==> src/rtl/idt_builder.sv <==
// -----------------------------------------------------------------------------
// idt_builder
//   Maintains an instruction buffer of bs slots. For each slot it records a
//   dependency row: bit k set means the slot must wait on slot k. Each row
//   change is streamed out as a row write to a downstream dependency table.
//
//   Inserts allocate the lowest free slot. The row records RAW, WAW and WAR
//   hazards against every slot that is already valid.
//
//   A completion frees its slot and writes that row as all ones. The block
//   then spends one CLEAR cycle and bs SCAN cycles. During SCAN it removes the
//   freed slot's bit from every dependent row and writes each row it changes.
//
// Ports
//   clk, rst         clock; asynchronous active-low reset
//   in_valid/ready   insert handshake; in_rd/in_rs1/in_rs2 register fields
//   done_valid/ready completion handshake; done_index is the completed slot
//   wr_en            one-cycle row write strobe
//   buffer_index     row being written
//   current_idt      row contents
// -----------------------------------------------------------------------------
module idt_builder #(
   parameter int unsigned bs    = 16,
   parameter int unsigned nregs = 32
) (
   input  logic                     clk,
   input  logic                     rst,
   input  logic                     in_valid,
   input  logic [$clog2(nregs)-1:0] in_rd,
   input  logic [$clog2(nregs)-1:0] in_rs1,
   input  logic [$clog2(nregs)-1:0] in_rs2,
   output logic                     in_ready,
   input  logic                     done_valid,
   input  logic [$clog2(bs)-1:0]    done_index,
   output logic                     done_ready,
   output logic                     wr_en,
   output logic [$clog2(bs)-1:0]    buffer_index,
   output logic [bs-1:0]            current_idt
);

   localparam int unsigned idx_w = $clog2(bs);
   localparam int unsigned reg_w = $clog2(nregs);
   localparam logic [idx_w-1:0] last_row = idx_w'(bs - 1);

   typedef enum logic [1:0] {
      IDLE,
      CLEAR,
      SCAN
   } state_t;

   state_t             state_q, state_d;
   logic [bs-1:0]      valid_q, valid_d;
   logic [reg_w-1:0]   rd_q  [bs];
   logic [reg_w-1:0]   rd_d  [bs];
   logic [reg_w-1:0]   rs1_q [bs];
   logic [reg_w-1:0]   rs1_d [bs];
   logic [reg_w-1:0]   rs2_q [bs];
   logic [reg_w-1:0]   rs2_d [bs];
   logic [bs-1:0]      row_q [bs];
   logic [bs-1:0]      row_d [bs];
   logic [idx_w-1:0]   scan_idx_q, scan_idx_d;
   logic [idx_w-1:0]   clr_slot_q, clr_slot_d;
   logic               wr_en_q, wr_en_d;
   logic [idx_w-1:0]   buffer_index_q, buffer_index_d;
   logic [bs-1:0]      current_idt_q, current_idt_d;

   logic               free_found;
   logic [idx_w-1:0]   free_idx;
   logic [bs-1:0]      new_row;

   // Lowest free slot, and the hazard row for the instruction on the inputs.
   always_comb begin
      free_found = 1'b0;
      free_idx   = '0;
      for (int unsigned i = 0; i < bs; i++) begin
         if (!valid_q[i] && !free_found) begin
            free_found = 1'b1;
            free_idx   = idx_w'(i);
         end
      end
      for (int unsigned k = 0; k < bs; k++) begin
         new_row[k] = valid_q[k] &&
                      ((rd_q[k]  == in_rs1) || (rd_q[k]  == in_rs2) ||
                       (rd_q[k]  == in_rd)  ||
                       (rs1_q[k] == in_rd)  || (rs2_q[k] == in_rd));
      end
   end

   assign done_ready   = (state_q == IDLE);
   // Completion wins over insert, so a pending completion holds off inserts.
   assign in_ready     = (state_q == IDLE) && free_found && !done_valid;
   assign wr_en        = wr_en_q;
   assign buffer_index = buffer_index_q;
   assign current_idt  = current_idt_q;

   always_comb begin
      state_d        = state_q;
      valid_d        = valid_q;
      rd_d           = rd_q;
      rs1_d          = rs1_q;
      rs2_d          = rs2_q;
      row_d          = row_q;
      scan_idx_d     = scan_idx_q;
      clr_slot_d     = clr_slot_q;
      wr_en_d        = 1'b0;
      buffer_index_d = buffer_index_q;
      current_idt_d  = current_idt_q;

      unique case (state_q)
         IDLE: begin
            if (done_valid) begin
               // A completion naming a free slot is accepted and dropped.
               if (valid_q[done_index]) begin
                  valid_d[done_index] = 1'b0;
                  clr_slot_d          = done_index;
                  wr_en_d             = 1'b1;
                  buffer_index_d      = done_index;
                  current_idt_d       = '1;
                  state_d             = CLEAR;
               end
            end else if (in_valid && in_ready) begin
               valid_d[free_idx] = 1'b1;
               rd_d[free_idx]    = in_rd;
               rs1_d[free_idx]   = in_rs1;
               rs2_d[free_idx]   = in_rs2;
               row_d[free_idx]   = new_row;
               wr_en_d           = 1'b1;
               buffer_index_d    = free_idx;
               current_idt_d     = new_row;
            end
         end
         CLEAR: begin
            scan_idx_d = '0;
            state_d    = SCAN;
         end
         SCAN: begin
            if (valid_q[scan_idx_q] && row_q[scan_idx_q][clr_slot_q]) begin
               row_d[scan_idx_q][clr_slot_q] = 1'b0;
               wr_en_d                       = 1'b1;
               buffer_index_d                = scan_idx_q;
               current_idt_d                 = row_d[scan_idx_q];
            end
            scan_idx_d = scan_idx_q + 1'b1;
            if (scan_idx_q == last_row) begin
               state_d = IDLE;
            end
         end
         default: state_d = IDLE;
      endcase
   end

   always_ff @(posedge clk or negedge rst) begin
      if (!rst) begin
         state_q        <= IDLE;
         valid_q        <= '0;
         rd_q           <= '{default: '0};
         rs1_q          <= '{default: '0};
         rs2_q          <= '{default: '0};
         row_q          <= '{default: '0};
         scan_idx_q     <= '0;
         clr_slot_q     <= '0;
         wr_en_q        <= 1'b0;
         buffer_index_q <= '0;
         current_idt_q  <= '0;
      end else begin
         state_q        <= state_d;
         valid_q        <= valid_d;
         rd_q           <= rd_d;
         rs1_q          <= rs1_d;
         rs2_q          <= rs2_d;
         row_q          <= row_d;
         scan_idx_q     <= scan_idx_d;
         clr_slot_q     <= clr_slot_d;
         wr_en_q        <= wr_en_d;
         buffer_index_q <= buffer_index_d;
         current_idt_q  <= current_idt_d;
      end
   end

endmodule

==> config.mk <==
export PLATFORM = sky130hd
export DESIGN_NAME = idt_builder
export DESIGN_NICKNAME = d
export VERILOG_FILES = /design/src/rtl/idt_builder.sv
export SDC_FILE = /design/constraint.sdc
export NUM_CORES = 2
export LEC_CHECK = 0
export ABC_AREA = 1
export BUFFER_PORTS_ARGS = -buffer_cell sky130_fd_sc_hd__buf_4
export CAP_MARGIN = 10
export CORE_ASPECT_RATIO = 0.8
export CORE_MARGIN = 3
export CORE_UTILIZATION = 39
export DETAILED_ROUTE_END_ITERATION = 10
export HOLD_SLACK_MARGIN = 0.03
export PLACE_DENSITY = 0.61
export SYNTH_ARGS = -nofsm -noshare
export SYNTH_HDL_FRONTEND = slang
export SYNTH_SLANG_ARGS = --single-unit
export TNS_END_PERCENT = 30
==> constraint.sdc <==
create_clock -name clk -period 8.1 [get_ports clk]
set_clock_uncertainty 0.1 [all_clocks]
set_input_delay 0.81 -clock clk [delete_from_list [all_inputs] [get_ports clk]]
set_output_delay 0.81 -clock clk [all_outputs]
set_load 0.01 [all_outputs]
==> qor.txt <==
Crit-path cells = inv_6 -> buf_4 -> nor2_1 -> o21ai_1 -> nand2_1 -> nand2_1 -> o21ai_1 -> nand2_1 -> nor2_1 -> nor2_1 -> nor2_1 -> nand2_1 -> nand2_2 -> nand2_8 -> buf_4 -> nand3_2 -> nand2_1 -> nand2_1
Setup repair bufs after CTS = 0
Via count = 37900
Grt met2 use = 40.8%
Post-Place Setup Slack = 3.15 ns
Crit Path Max Fanout = 102
Proportion of power drawn by combinational gates = 46.4%
All-Layer GR Usage = 31.5%
Final Setup Violations = 0
Footprint of the multi-input gates = 0.0197 mm^2
P_int = 6.16 mW
Register area = 0.0136 mm^2
CP max stage delay = 0.62 ns
Sequential area share after synthesis = 37.3%
Post-DP HPWL = 99600 um
Die Width = 348 um
Post-route DRC = 0
Max Freq = 192 MHz
First-pass GRT wire length = 232000 um
Final setup margin = 2.90 ns
Net Sw Frac = 50.2%
Worst setup path start = scan_idx_q[0]$_DFFE_PN0P_
Post-Synth Simple-Gate Area = 28.6%
First-pass detailed-route iteration total = 7
Clk_lat worst skew = 0.65 ns
Num CTS Buffers = 66
Most Crowded Layer GR = met1
#FFs+latches synth = 543
Yosys warns = 0
Cell Pwr Density = 315 mW/mm^2
LEAKAGE = 18.0 nW
Share of cells above drive strength 1 = 6.09%
Vias in the first global route = 34300
Post-synthesis cell area = 0.0364 mm^2
Layout Utilization = 42.8%
Buf/Inv on CP = 3
ANT nets after route = 0
XOR/XNOR share of the synthesized area = 7.07%
H-tree Lvls = 3
CP Launch Type = register
Flop-to-flop setup slack = 2.90 ns
Final #Nets = 5055
Unique masters post-synth = 53
WL final = 158000 um
Met1 Usage GRT = 44.8%
Drt via density = 6.02
Num rows = 99
Setup Crit Path Kind = register to register
Port-buffer cells = 45
Synthesized area per cell = 6.97 um^2
HP Class = input pin to async pin
Wire length per cell = 25.0 um
Clock Tree Buf Depth = 3
Status = complete, no violations
Area Growth Syn to Fin = 7.98%
Routability cong. = 1.03
Critical Path Most Common Cell = nand2_1
R2R Path Start = scan_idx_q[0]$_DFFE_PN0P_
Hold_buf cts = 0
Fin crit period = 5.20 ns
Clk pwr share = 24.7%
Clock sinks = 543
Worst slew margin = 11.0%
Worst path arrival time = 5.60 ns
Worst-Margin Slew = 1.33 ns
I/O pin count = 46
Slew Viols, Final = 0
RSZ-0062 raised after global routing = false
Seq pwr share = 28.8%
Syn Nets = 5257
Root Buffer = clkbuf_16
Largest family of logic cells by synthesized area = simple AND/OR/NAND/NOR gates
Max IR drop VDD = 248 uV
Initial Util = 39.6%
Initial antenna violation count = 13
Post-synthesis adder-cell area fraction = 0.240%
Final Hold Vio Count = 0
Die height = 279 um
Worst EP required = 8.50 ns
Largest net degree at the start of global routing = 198
Max-Cap Viols = 0
Crit share post-route = 64.2%
Clk slew on worst S/H paths = 0.06 ns
Switch Pwr = 6.22 mW
Area fraction in compound gates after synthesis = 18.0%
Met3 Use GR = 13.7%
Cells after Synth = 5227
Global route overflow = 0
Filler Cell Count = 9627
Core region area = 0.0919 mm^2
Die area = 0.0971 mm^2
Setup TNS = 0 ns
Worst Setup End Kind = register
Post-CTS resize count = 0
CTS tree = built
Top Family by Delay on Critical Path = simple AND/OR/NAND/NOR gates
Mux share of post-synthesis cell area = 0%
Critical-path top delay cell = buf_4
1st-iter DRT viols = 6289
==> cells in the final DEF, fill, tap and decap left out, types with 14 or more instances in the layout <==
master / instances
xnor2_1: 183
o22ai_1: 130
nand3b_1: 21
nand2_1: 1653
a32oi_1: 14
or2_2: 22
inv_1: 321
nand3_1: 200
clkinv_2: 15
o21ai_1: 45
clkbuf_16: 66
nor2_1: 221
o21ai_0: 679
buf_4: 131
a21oi_1: 230
xor2_1: 111
nand4_1: 262
dfrtp_1: 541
o211ai_1: 43
==> worst reg2reg max path, cell delays in order (launching register included) <==
cell	delay (ns)
dfrtp_4	0.58
inv_6	0.58
buf_4	0.47
nor2_1	0.08
o21ai_1	0.37
nand2_1	0.22
nand2_1	0.17
o21ai_1	0.08
nand2_1	0.06
nor2_1	0.04
nor2_1	0.08
nor2_1	0.05
nand2_1	0.11
nand2_2	0.14
nand2_8	0.54
buf_4	0.64
nand3_2	0.52
nand2_1	0.19
nand2_1	0.06
==> metrics by stage <==
stage / cell area [um^2] / cells / total power, mW / hold WS [ns]
3_3_place_gp: 37100 / 6169 / 9.00 / 0.356
2_1_floorplan: 36400 / 5227 / 7.06 / 0.342
5_1_grt: 39300 / 6291 / 12.8 / 0.0539
6_report: 39300 / 6297 / 12.4 / 0.0281
3_5_place_dp: 37100 / 6169 / 9.03 / 0.358
4_1_cts: 39300 / 6286 / 12.1 / 0.0451
==> synth_stat cells, drive strengths merged <==
cell type,number,area [um^2]
o22ai,130,813
o21ai,724,3620
o211ai,43,323
nor2,233,907
a211oi,11,87.6
and3,4,25.0
o21a,6,45.0
clkinv,3,11.3
a22o,4,35.0
nor3b,2,15.0
o2bb2ai,3,26.3
nor3,12,60.1
nand2,1659,6250
o41ai,3,26.3
nand3,212,1120
o221ai,8,70.1
a2111oi,1,8.76
nand3b,21,158
a22oi,1,7.51
a21oi,231,1160
o2111a,1,11.3
a21o,1,7.51
xnor2,183,1600
inv,328,1230
xor2,111,972
o31ai,1,7.51
clkbuf,201,754
nor4,10,62.6
a41oi,2,17.5
a21boi,13,97.6
or2,22,138
and2,1,6.26
dfrtp,543,13600
a32oi,14,123
ha,7,87.6
a31oi,1,6.26
o2111ai,3,26.3
a221oi,5,43.8
buf,205,1200
nand4,264,1670
==> cell families (layout without fill, tap and decap cells) <==
| family | Yosys count | in the layout |
|---|---|---|
| AND/OR/NAND/NOR | 2440 | 2440 |
| AO/OA/AOI/OAI | 1206 | 1206 |
| buffers and inverters | 737 | 584 |
| flip-flops | 543 | 543 |
| XOR/XNOR | 294 | 294 |
| adder cells (fa/ha/maj) | 7 | 7 |
| other | 0 | 11 |
==> final timing paths <==
| kind | to | depth (start not counted) |
|---|---|---|
| worst max-delay path | row_q[36]$_DFFE_PN0P_ | 18 |
| worst min-delay path | row_q[174]$_DFFE_PN0P_ | 1 |
| worst max register to register | row_q[36]$_DFFE_PN0P_ | 18 |
| worst min register to register | row_q[153]$_DFFE_PN0P_ | 2 |
| max in group asynchronous | rs2_q[29]$_DFFE_PN0P_ | 2 |
| min in group clk | row_q[153]$_DFFE_PN0P_ | 2 |
==> power groups by stage <==
stage / Combinational (mW) / Sequential (mW) / Clock [mW]
floorplan: 3.58 / 3.47 / 0
global placement: 5.40 / 3.60 / 0
detailed placement: 5.43 / 3.59 / 0
CTS: 5.44 / 3.55 / 3.10
global route: 6.01 / 3.62 / 3.21
finish: 5.75 / 3.57 / 3.06
==> metal layers <==
metal  vias to the layer above  part of all wire [%]
met1                     17900                    42
met3                       429                    16
li1                      17000                     -
met2                      2597                    38
met5                         -                 0.036
met4                         8                   4.6
==> layout make-up <==
class,instances,area share [%]
Multi-Input combinational cell,3947,50.1
Sequential cell,543,34.6
Clock buffer,89,4.75
Tap cell,1212,3.86
Inverter,331,3.19
Timing Repair Buffer,136,2.74
Clock inverter,28,0.744
Antenna cell,11,0.0700
==> sequential cells by signal, indices dropped and copies added (netlist names) <==
| name | count |
|---|---|
| row_q | 256 |
| rd_q | 80 |
| rs1_q | 80 |
| rs2_q | 80 |
| current_idt | 16 |
| valid_q | 16 |
| buffer_index | 4 |
| clr_slot_q | 4 |
| scan_idx_q | 4 |
| state_q | 2 |
| wr_en | 1 |
Power figures use the tool's default switching activity.
